[src/rtl/adder_pipelined.sv]
// rtl/adder_pipelined.sv - chunked pipelined add/subtract with streaming valid/ready handshake
// Optional: define ADDER_PIPELINED_SATURATE_EN to clamp overflowing results to the signed limit.
module adder_pipelined #(
  parameter int N      = 32,
  parameter int STAGES = 4
) (
  input  logic         clk,
  input  logic         rst,
  input  logic         in_valid,
  output logic         in_ready,
  input  logic [N-1:0] a,
  input  logic [N-1:0] b,
  input  logic         c_in,
  input  logic         sub,
  output logic         out_valid,
  input  logic         out_ready,
  output logic [N-1:0] sum,
  output logic         c_out,
  output logic         overflow
);

  localparam int W = N / STAGES;

  if (STAGES < 1 || STAGES > N || (N % STAGES) != 0) begin : g_bad_cfg
    $error("adder_pipelined: N must be a multiple of STAGES and 1 <= STAGES <= N");
  end

  logic adv;
  logic take;

  // Whole pipe moves in lockstep: it only stalls when a finished result is not taken.
  assign adv      = !out_valid || out_ready;
  assign in_ready = adv && !rst;
  assign take     = in_valid && in_ready;

  // Stage inputs (comb) and stage registers; operands are kept right-aligned so
  // every stage adds the low W bits, and sum chunks are shifted in from the top.
  logic [N-1:0] a_in  [STAGES];
  logic [N-1:0] b_in  [STAGES];
  logic [N-1:0] s_in  [STAGES];
  logic         cy_in [STAGES];
  logic         v_in  [STAGES];

  logic [N-1:0] a_q   [STAGES];
  logic [N-1:0] b_q   [STAGES];
  logic [N-1:0] s_q   [STAGES];
  logic         cy_q  [STAGES];
  logic         v_q   [STAGES];
  logic         ovf_q;

  for (genvar k = 0; k < STAGES; k++) begin : g_stage
    logic [W:0]   add_w;
    logic [N-1:0] s_nxt;
    logic [N-1:0] s_store;

    if (k == 0) begin : g_entry
      assign a_in[k]  = a;
      assign b_in[k]  = sub ? ~b : b;
      assign cy_in[k] = sub ? ~c_in : c_in;
      assign s_in[k]  = '0;
      assign v_in[k]  = take;
    end else begin : g_link
      assign a_in[k]  = a_q[k-1];
      assign b_in[k]  = b_q[k-1];
      assign cy_in[k] = cy_q[k-1];
      assign s_in[k]  = s_q[k-1];
      assign v_in[k]  = v_q[k-1];
    end

    assign add_w = {1'b0, a_in[k][W-1:0]} + {1'b0, b_in[k][W-1:0]} + {{W{1'b0}}, cy_in[k]};
    assign s_nxt = (s_in[k] >> W) | (N'(add_w[W-1:0]) << (N - W));

    if (k == STAGES - 1) begin : g_last
      logic ovf_nxt;

      // Carry into the MSB is recovered as a ^ b ^ s at that bit.
      assign ovf_nxt = a_in[k][W-1] ^ b_in[k][W-1] ^ add_w[W-1] ^ add_w[W];

`ifdef ADDER_PIPELINED_SATURATE_EN
      assign s_store = !ovf_nxt   ? s_nxt :
                       s_nxt[N-1] ? {1'b0, {(N-1){1'b1}}} :
                                    {1'b1, {(N-1){1'b0}}};
`else
      assign s_store = s_nxt;
`endif

      always_ff @(posedge clk) begin
        if (rst) begin
          ovf_q <= 1'b0;
        end else if (adv) begin
          ovf_q <= ovf_nxt;
        end
      end
    end else begin : g_mid
      assign s_store = s_nxt;

      always_ff @(posedge clk) begin
        if (rst) begin
          a_q[k] <= '0;
          b_q[k] <= '0;
        end else if (adv) begin
          a_q[k] <= a_in[k] >> W;
          b_q[k] <= b_in[k] >> W;
        end
      end
    end

    always_ff @(posedge clk) begin
      if (rst) begin
        v_q[k]  <= 1'b0;
        s_q[k]  <= '0;
        cy_q[k] <= 1'b0;
      end else if (adv) begin
        v_q[k]  <= v_in[k];
        s_q[k]  <= s_store;
        cy_q[k] <= add_w[W];
      end
    end
  end

  assign out_valid = v_q[STAGES-1];
  assign sum       = s_q[STAGES-1];
  assign c_out     = cy_q[STAGES-1];
  assign overflow  = ovf_q;

endmodule
[config.mk]
export PLATFORM = sky130hd
export DESIGN_NAME = adder_pipelined
export DESIGN_NICKNAME = d
export VERILOG_FILES = /design/src/rtl/adder_pipelined.sv
export SDC_FILE = /design/constraint.sdc
export NUM_CORES = 1
export LEC_CHECK = 0
export ABC_AREA = 0
export ABC_CLOCK_PERIOD_IN_PS = 4100
export CORE_UTILIZATION = 45
export CTS_CLUSTER_DIAMETER = 30
export DETAILED_ROUTE_END_ITERATION = 10
export MAX_ROUTING_LAYER = met4
export PLACE_DENSITY = 0.67
export SETUP_SLACK_MARGIN = 0.4
export SYNTH_ARGS = -nofsm -noshare
export SYNTH_HDL_FRONTEND = slang
export SYNTH_SLANG_ARGS = --single-unit
[constraint.sdc]
create_clock -name clk -period 4.1 [get_ports clk]
set_input_delay 0.615 -clock clk [delete_from_list [all_inputs] [get_ports clk]]
set_output_delay 0.615 -clock clk [all_outputs]
set_load 0.05 [all_outputs]
; After elaboration in Yosys (flattened, before gate mapping)
; Memories as Yosys holds them, arrays and structs flattened.
; Cells that the tools add are included.
[classes]
n_bitwise = 26
n_addsub = 8
n_reduce_logical = 5
mux = 25
[op_table]
columns = operator, n
row1 = 32-bit two-way mux, 5
row2 = 24-bit two-way mux, 6
row3 = 24-bit by 32-bit bitwise OR with 32-bit output, 3
row4 = 8-bit by 8-bit adder with 9-bit output, 4
row5 = 9-bit by 1-bit adder with 9-bit output, 4
row6 = 32-bit inverter, 1
row7 = 1-bit bitwise OR, 18
row8 = 1-bit two-way mux, 14
row9 = 1-bit XOR, 3
row10 = 1-bit logical AND, 2
row11 = 1-bit logical NOT, 2
row12 = 1-bit logical OR, 1
row13 = 1-bit inverter, 1
[totals]
ff_bits = 1
ram_bits = 328
mem_count = 5
out_inout_bits = 36
word_cells = 70
inputBits = 70
[mem_list]
columns = memory, words, word_bits, rd, rd_ports_with_merged_regs, wr, line
row1 = s_q, 4, 32, 4, 0, 4, 46  ; logic [N-1:0] s_q [STAGES];
row2 = a_q, 4, 24, 3, 0, 3, 44  ; logic [N-1:0] a_q [STAGES];
row3 = b_q, 4, 24, 3, 0, 3, 45  ; logic [N-1:0] b_q [STAGES];
row4 = cy_q, 4, 1, 4, 0, 4, 47  ; logic cy_q [STAGES];
row5 = v_q, 4, 1, 4, 0, 4, 48  ; logic v_q [STAGES];

; Depth between registers and ports, before layout
; Gate-level depths: netlist of the first run.
; An unclocked memory read counts as a cell.
[depth]
word_depth = 7
ltp_mapped = 10
depth_no_buf = 9

; Worst setup path after synthesis of the first run
; Ideal clock, no wire load.
[synth_timing]
path_type = reg2reg
start = mem v_q[3]
end = mem a_q[0][0] in the netlist's numbering (enable)
synth_period_minus_slack_ns = 3.502
t_required_ns = 3.632
path_buffers = 0
path_stages_with_launch = 3
setup_ns = 0.468
arrival_ns = 3.034
slack_ns = 0.598
path_cell_list = edfxtp_1 -> nand2b_1 -> or2_2
[synth_rtl]
columns = item, line
row1 = "start, declared", 48
row2 = "end, declared", 44

==> flow_metrics.py, run 1 <==
metrics = {
    "outcome": {
        "status": "finished clean",
    },
    "final_layout": {
        "drive_above_1_share_pct": 5.95,
        "most-common-layout-cells": "edfxtp_1, and2_1, clkdlybuf4s50_1",
        "multi_input_area_sq_um": 2520,
        "nets": 799,
        "synthToLayoutAreaGrowth_pct": 22.8,
        "insertedDiodeCount": 0,
        "regArea_sq_um": 5550,
        "fillers": 1445,
        "final_common_cell": "edfxtp_1",
    },
    "timing": {
        "max_freq_ghz": 0.346,
        "worst_pin_slew_ns": 0.992,
        "fin_crit_ns": 2.89,
        "rsz0062_at_grt": "no",
        "tns_ns": 0,
        "period_share_pct": 70.5,
        "setup_viol": 0,
        "whs_ns": 0.472,
        "clock_skew_ns": 0.00628,
        "slew_headroom_pct": 33.9,
        "worst_slack_ns": 1.21,
        "finalHoldViolations": 0,
        "drv_slew": 0,
    },
    "detailed_routing": {
        "post-route-drc-count": 0,
        "route.vias.total": 4474,
        "dr.pass1.iters": 4,
        "drt_wl_total_um": 12400,
        "postRouteAntennaNets": 0,
        "wl_per_cell_um": 13.2,
        "vias_per_cell": 4.79,
        "drt_iter0_drc": 219,
    },
    "logic_synthesis": {
        "yosys_warnings": 0,
        "yosysSeqAreaShare_pct": 67.3,
        "async_flop_share_pct": 0,
        "synth_edf_count": 184,
        "synth-main-ff-cell": "edfxtp_1",
        "synthCells": 589,
        "ys_types": 35,
        "ys_ff_latch": 185,
        "syn_nets": 695,
        "syn_avg_cell_area_sq_um": 14.0,
        "synth_area_sq_um": 8240,
    },
    "floorplan": {
        "die_area_sq_um": 18900,
        "die_h_um": 137,
        "initial_core_util_pct": 45.9,
        "num_rows": 49,
        "die_w_um": 137,
        "ios": 106,
        "core_sq_um": 18000,
    },
    "critical_path": {
        "r2r_slack_ns": 1.77,
        "worstSetupEndpointType": "register",
        "ff2ff_path_depth": 9,
        "path_class": "in2reg",
        "rr_endpoint": "s_q[1][30]",
        "critPathMaxFanout": 3,
        "arrival_ns": 3.06,
        "setup.worst_path.start_class": "input pin",
        "timing.rr.start": "b_q[0][0]",
        "required_ns": 4.27,
    },
    "global_route": {
        "grt_overflow": 0,
        "grt_pass1_vias": 4234,
        "met1_usage_pct": 17.1,
        "grtUsageMet3_pct": 3.35,
        "grt_use_total_pct": 14.3,
        "grt_pass1_wl_um": 19700,
        "top_usage_layer": "met2",
        "gr-usage-met2_pct": 23.1,
        "antenna_found_initial": 0,
        "grt_max_degree": 128,
    },
    "clock_network": {
        "cts_setup_buffers": 0,
        "cts_root_buf": "clkbuf_16",
        "clkSinkCount": 185,
        "cts_made_buffers": 17,
        "h-tree-depth": 4,
        "post_cts_resized": 0,
        "clk_path_buf_depth": 2,
        "clock_latency_ns": 0.42,
        "clk_pin_slew_worst_paths_ns": 0.07,
        "holdBufCountCts": 0,
        "cts_tree": "done",
    },
    "placed_design": {
        "finalWeightedCongestion": 0.832,
        "place_ws_ns": 0.775,
        "port_buffers": 105,
        "dp_hpwl_um": 8160,
    },
    "min_path": {
        "hp-start": "overflow",
        "holdPathEnd": "overflow",
        "holdPathStages": 2,
        "hp-class": "reg2reg",
    },
    "power_and_ir_drop": {
        "total_power_mw": 4.35,
        "leakagePower_nw": 4.11,
        "ir_drop_mv": 0.285,
        "cellPowerDensity_nw_per_um2": 430,
    },
    "run": {
        "maxCapViolCount": 0,
    },
}
==> metal layers <==
layer	vias to the layer above	wire length (um)
met4	0	193
met5	-	0
met1	2105	5460
met3	14	465
met2	94	6260
li1	2261	-
==> synthesized netlist by cell type, types with 7 or more instances <==
cell type  number  area, sq um
a21oi_1        11         55.1
and2_1        129          807
buf_2           7         35.0
clkbuf_1       18         67.6
edfxtp_1      184         5530
fa_1            8          160
ha_1           28          350
inv_1          19         71.3
nand2b_1        7         43.8
nor2_1         56          210
nor3_1          7         35.0
o21ai_0        13         65.1
xnor2_1        33          289
xor2_1         13          114
==> registers in the layout, summed over array words and instances, names as in the netlist <==
signal and cells:
s_q 80, a_q 48, b_q 48, cy_q 4, overflow 1, v_q 4
==> logic make-up after synthesis <==
kind of cell    count (synthesis)  synth area share [%]
fa+ha+maj                      36                  6.19
buf+inv                        45                  2.16
compound gates                 60                  4.87
simple gates                  214                  14.3
xor+xnor                       46                  4.89
flops                         185                  67.3
mux                             3                 0.364
==> critical path: stages <==
cell and delay [ns]:
clkdlybuf4s50_1 0.41, xor2_1 0.16, fa_1 0.44, fa_1 0.42, a21o_1 0.19, a21oi_1 0.25
o21bai_1 0.10, a211o_1 0.30, and3_1 0.18
==> layout make-up <==
class / count / area share (%)
Sequential cell: 185 / 54.8
Multi-Input combinational cell: 359 / 24.9
Timing Repair Buffer: 110 / 10.9
Clock buffer: 17 / 4.20
Tap cell: 229 / 2.83
Clock inverter: 15 / 1.59
Inverter: 20 / 0.754
==> how the worst max path moves through the flow <==
stage	end	startpoint	cells past startpoint	slack, ns
2_1_floorplan	a_q[0][0]	v_q[3]	2	0.60
3_3_place_gp	s_q[0][30]	b[0]	9	0.86
3_5_place_dp	s_q[0][30]	b[0]	9	0.77
4_1_cts	s_q[0][30]	b[0]	9	1.22
5_1_grt	s_q[0][30]	b[0]	9	1.11
6_report	s_q[0][30]	b[0]	9	1.21
==> stage by stage <==
stage | std cells | cell area, sq um | util (%)
floorplan | 589 | 8240 | -
global placement | 903 | 9540 | 53.1
detailed placement | 903 | 9540 | 53.1
CTS | 935 | 10100 | 56.4
global route | 935 | 10100 | 56.4
finish | 935 | 10100 | 56.4
==> power breakdown <==
part | total, mW | internal, mW | switching [mW]
clock network | 1.61 | 0.910 | 0.701
registers | 2.26 | 2.23 | 0.0349
logic | 0.476 | 0.225 | 0.251
Note: power is estimated with default switching activity, not from simulation.
==> run 2: changes to the inputs <==
--- a/config.mk
+++ b/config.mk
@@ -6,12 +6,12 @@
 export NUM_CORES = 1
 export LEC_CHECK = 0
 export ABC_AREA = 0
-export ABC_CLOCK_PERIOD_IN_PS = 4100
+export ABC_CLOCK_PERIOD_IN_PS = 2600
 export CORE_UTILIZATION = 45
 export CTS_CLUSTER_DIAMETER = 30
 export DETAILED_ROUTE_END_ITERATION = 10
 export MAX_ROUTING_LAYER = met4
-export PLACE_DENSITY = 0.67
+export PLACE_DENSITY = 0.7
 export SETUP_SLACK_MARGIN = 0.4
 export SYNTH_ARGS = -nofsm -noshare
 export SYNTH_HDL_FRONTEND = slang
==> constraint.sdc (replaced) <==
create_clock -name clk -period 2.6 [get_ports clk]
set_input_delay 0.39 -clock clk [delete_from_list [all_inputs] [get_ports clk]]
set_output_delay 0.39 -clock clk [all_outputs]
set_load 0.05 [all_outputs]
==> run 2 against run 1 <==
Utilization rose by 1.7 points; die area did not move; total power rose by 63%; combinational power rose by 67%; setup slack got worse by 0.80 ns; clock skew rose by 0.00053 ns; worst hold slack barely moved; clock power rose by 68%; clock-buffer cell count rose by 2; critical path type unchanged; highest routed layer unchanged.
==> flow_metrics.py, run 2 (synthesis gave the netlist of run 1 again) <==
metrics = {
    "critical_path": {
        "setup.worst_path.start_class": "input pin",
        "critPathBufInv": 1,
        "r2r_slack_ns": 0.41,
        "path_class": "in2reg",
        "slowest_delay_ns": 0.40,
        "arrival_ns": 2.37,
        "critPathMaxFanout": 2,
        "cp_cell_sequence": "dlygate4sd2_1 -> xor2_1 -> fa_2 -> fa_2 -> a21o_1 -> a21oi_2 -> o21bai_1 -> a211o_1 -> and3_1",
        "ff2ff_path_depth": 9,
        "worstSetupEndpointType": "register",
        "crit_top_cell": "fa_2",
        "timing.rr.start": "a_q[2][0]",
        "path_delay_family": "adder cells",
        "critPathSlowestCell": "fa_2",
        "required_ns": 2.78,
        "cp-startpoint": "c_in",
        "rr_endpoint": "overflow",
    },
    "clock_network": {
        "clk_path_buf_depth": 2,
        "clock_latency_ns": 0.43,
        "holdBufCountCts": 0,
        "clkSinkCount": 185,
        "cts_tree": "done",
        "cts_made_buffers": 17,
        "h-tree-depth": 4,
        "cts_root_buf": "clkbuf_16",
        "clk_pin_slew_worst_paths_ns": 0.07,
    },
    "final_layout": {
        "regMostFlops": "s_q",
        "synthToLayoutAreaGrowth_pct": 26.5,
        "insertedDiodeCount": 0,
        "nets": 816,
        "most-common-layout-cells": "edfxtp_1, and2_1, clkdlybuf4s50_1",
        "largest_reg_flops": 80,
        "top_regs": "s_q x80, a_q x48, b_q x48",
        "drive_above_1_share_pct": 11.2,
        "fin_cells": 952,
        "fillers": 1415,
        "final_common_cell": "edfxtp_1",
    },
    "global_route": {
        "grt_use_total_pct": 14.9,
        "grt_max_degree": 59,
        "antenna_found_initial": 0,
        "grt_pass1_vias": 4404,
        "grt_pass1_wl_um": 20500,
        "grt_overflow": 0,
    },
    "placed_design": {
        "port_buffers": 105,
        "dp_hpwl_um": 8840,
        "finalWeightedCongestion": 0.780,
        "dp.cells": 914,
    },
    "detailed_routing": {
        "vias_per_cell": 4.76,
        "dr.pass1.iters": 4,
        "route.vias.total": 4528,
        "wl_per_cell_um": 13.5,
        "postRouteAntennaNets": 0,
        "drt_wl_total_um": 12900,
        "drt_iter0_drc": 301,
        "post-route-drc-count": 0,
    },
    "timing": {
        "max_freq_ghz": 0.456,
        "period_share_pct": 84.3,
        "setup_viol": 0,
        "tns_ns": 0,
        "drv_slew": 0,
        "slew_headroom_pct": 62.3,
        "clock_skew_ns": 0.00681,
        "rsz0062_at_grt": "yes",
        "worst_pin_slew_ns": 0.566,
        "fin_crit_ns": 2.19,
        "finalHoldViolations": 0,
    },
    "floorplan": {
        "die_h_um": 137,
        "die_area_sq_um": 18900,
        "die_w_um": 137,
        "initial_core_util_pct": 45.9,
        "core_sq_um": 18000,
        "num_rows": 49,
        "ios": 106,
    },
    "run": {
        "maxCapViolCount": 0,
    },
    "min_path": {
        "holdPathEnd": "overflow",
        "holdPathStages": 2,
        "hp-class": "reg2reg",
        "hp-start": "overflow",
    },
    "power_and_ir_drop": {
        "leakagePower_nw": 4.25,
        "ir_drop_mv": 0.461,
        "cellPowerDensity_nw_per_um2": 679,
    },
    "outcome": {
        "status": "finished clean",
    },
}
[run 2: changes by cell type in the layout (fill, tap and decap cells not counted), moves of 3 or more]
cell / change
buf_4: +12
buf_12: +5
inv_1: -6
fa_1: -8
inv_2: +6
fa_2: +8
inv_6: -3
clkdlybuf4s50_1: -3
clkinv_4: +3
[run 2: cell type report]
type / count / area (sq um) / area share (%)
clock inverters: 13 / 191 / 1.84
inverters: 20 / 76.3 / 0.732
flip-flops and latches: 185 / 5550 / 53.2
clock buffers: 19 / 433 / 4.15
multi-input cells: 359 / 2600 / 24.9
well taps: 229 / 287 / 2.75
repair buffers: 127 / 1300 / 12.5
[run 2: per-stage QoR]
stage	power [mW]	hold slack [ns]	util (%)	cell area, sq um	setup WS, ns
2_1_floorplan	4.13	0.497	-	8300	-0.0661
6_report	7.09	0.471	58.1	10400	0.407
4_1_cts	7.13	0.476	57.7	10400	0.373
5_1_grt	7.34	0.490	58.1	10400	0.310
3_3_place_gp	4.39	0.461	54.0	9700	-0.282
3_5_place_dp	4.42	0.466	54.0	9700	-0.330
[run 2: worst max path at each step]
stage	to	slack [ns]	depth (start not counted)
after floorplan	s_q[0][30]	-0.07	10
after global placement	s_q[0][30]	-0.28	9
after detailed placement	s_q[0][30]	-0.33	9
after CTS	s_q[0][30]	0.37	8
after global routing	s_q[3][30]	0.31	9
final	s_q[0][30]	0.41	9
[run 2: where the power goes]
part | leakage [nW] | internal, mW | switching, mW
clock network | 0.301 | 1.62 | 1.09
logic | 1.75 | 0.383 | 0.414
registers | 2.19 | 3.52 | 0.0570
total | 4.25 | 5.52 | 1.56
[run 2: repair_timing]
action | 4_1_cts | 5_1_grt
pin swaps | 8 | 16
setup endpoints to repair | 9 | 9
setup buffers | 3 | 3
gates resized for setup | 9 | 22
[run 2: routing by layer]
metal | wire length (um) | global-route usage [%]
met5 | 0 | -
met4 | 380 | 8.42
met2 | 6100 | 23.1
met3 | 562 | 3.31
met1 | 5840 | 18.0
[run 2: worst register-to-register path: cells and delay by family, from the launching register on]
| kind | cells | cell delay [ns] |
|---|---|---|
| fa+ha+maj | 2 | 0.64 |
| buf+inv | 2 | 0.12 |
| xor+xnor | 1 | 0.15 |
| compound gates | 3 | 0.67 |
| simple gates | 1 | 0.08 |
| flops | 1 | 0.39 |
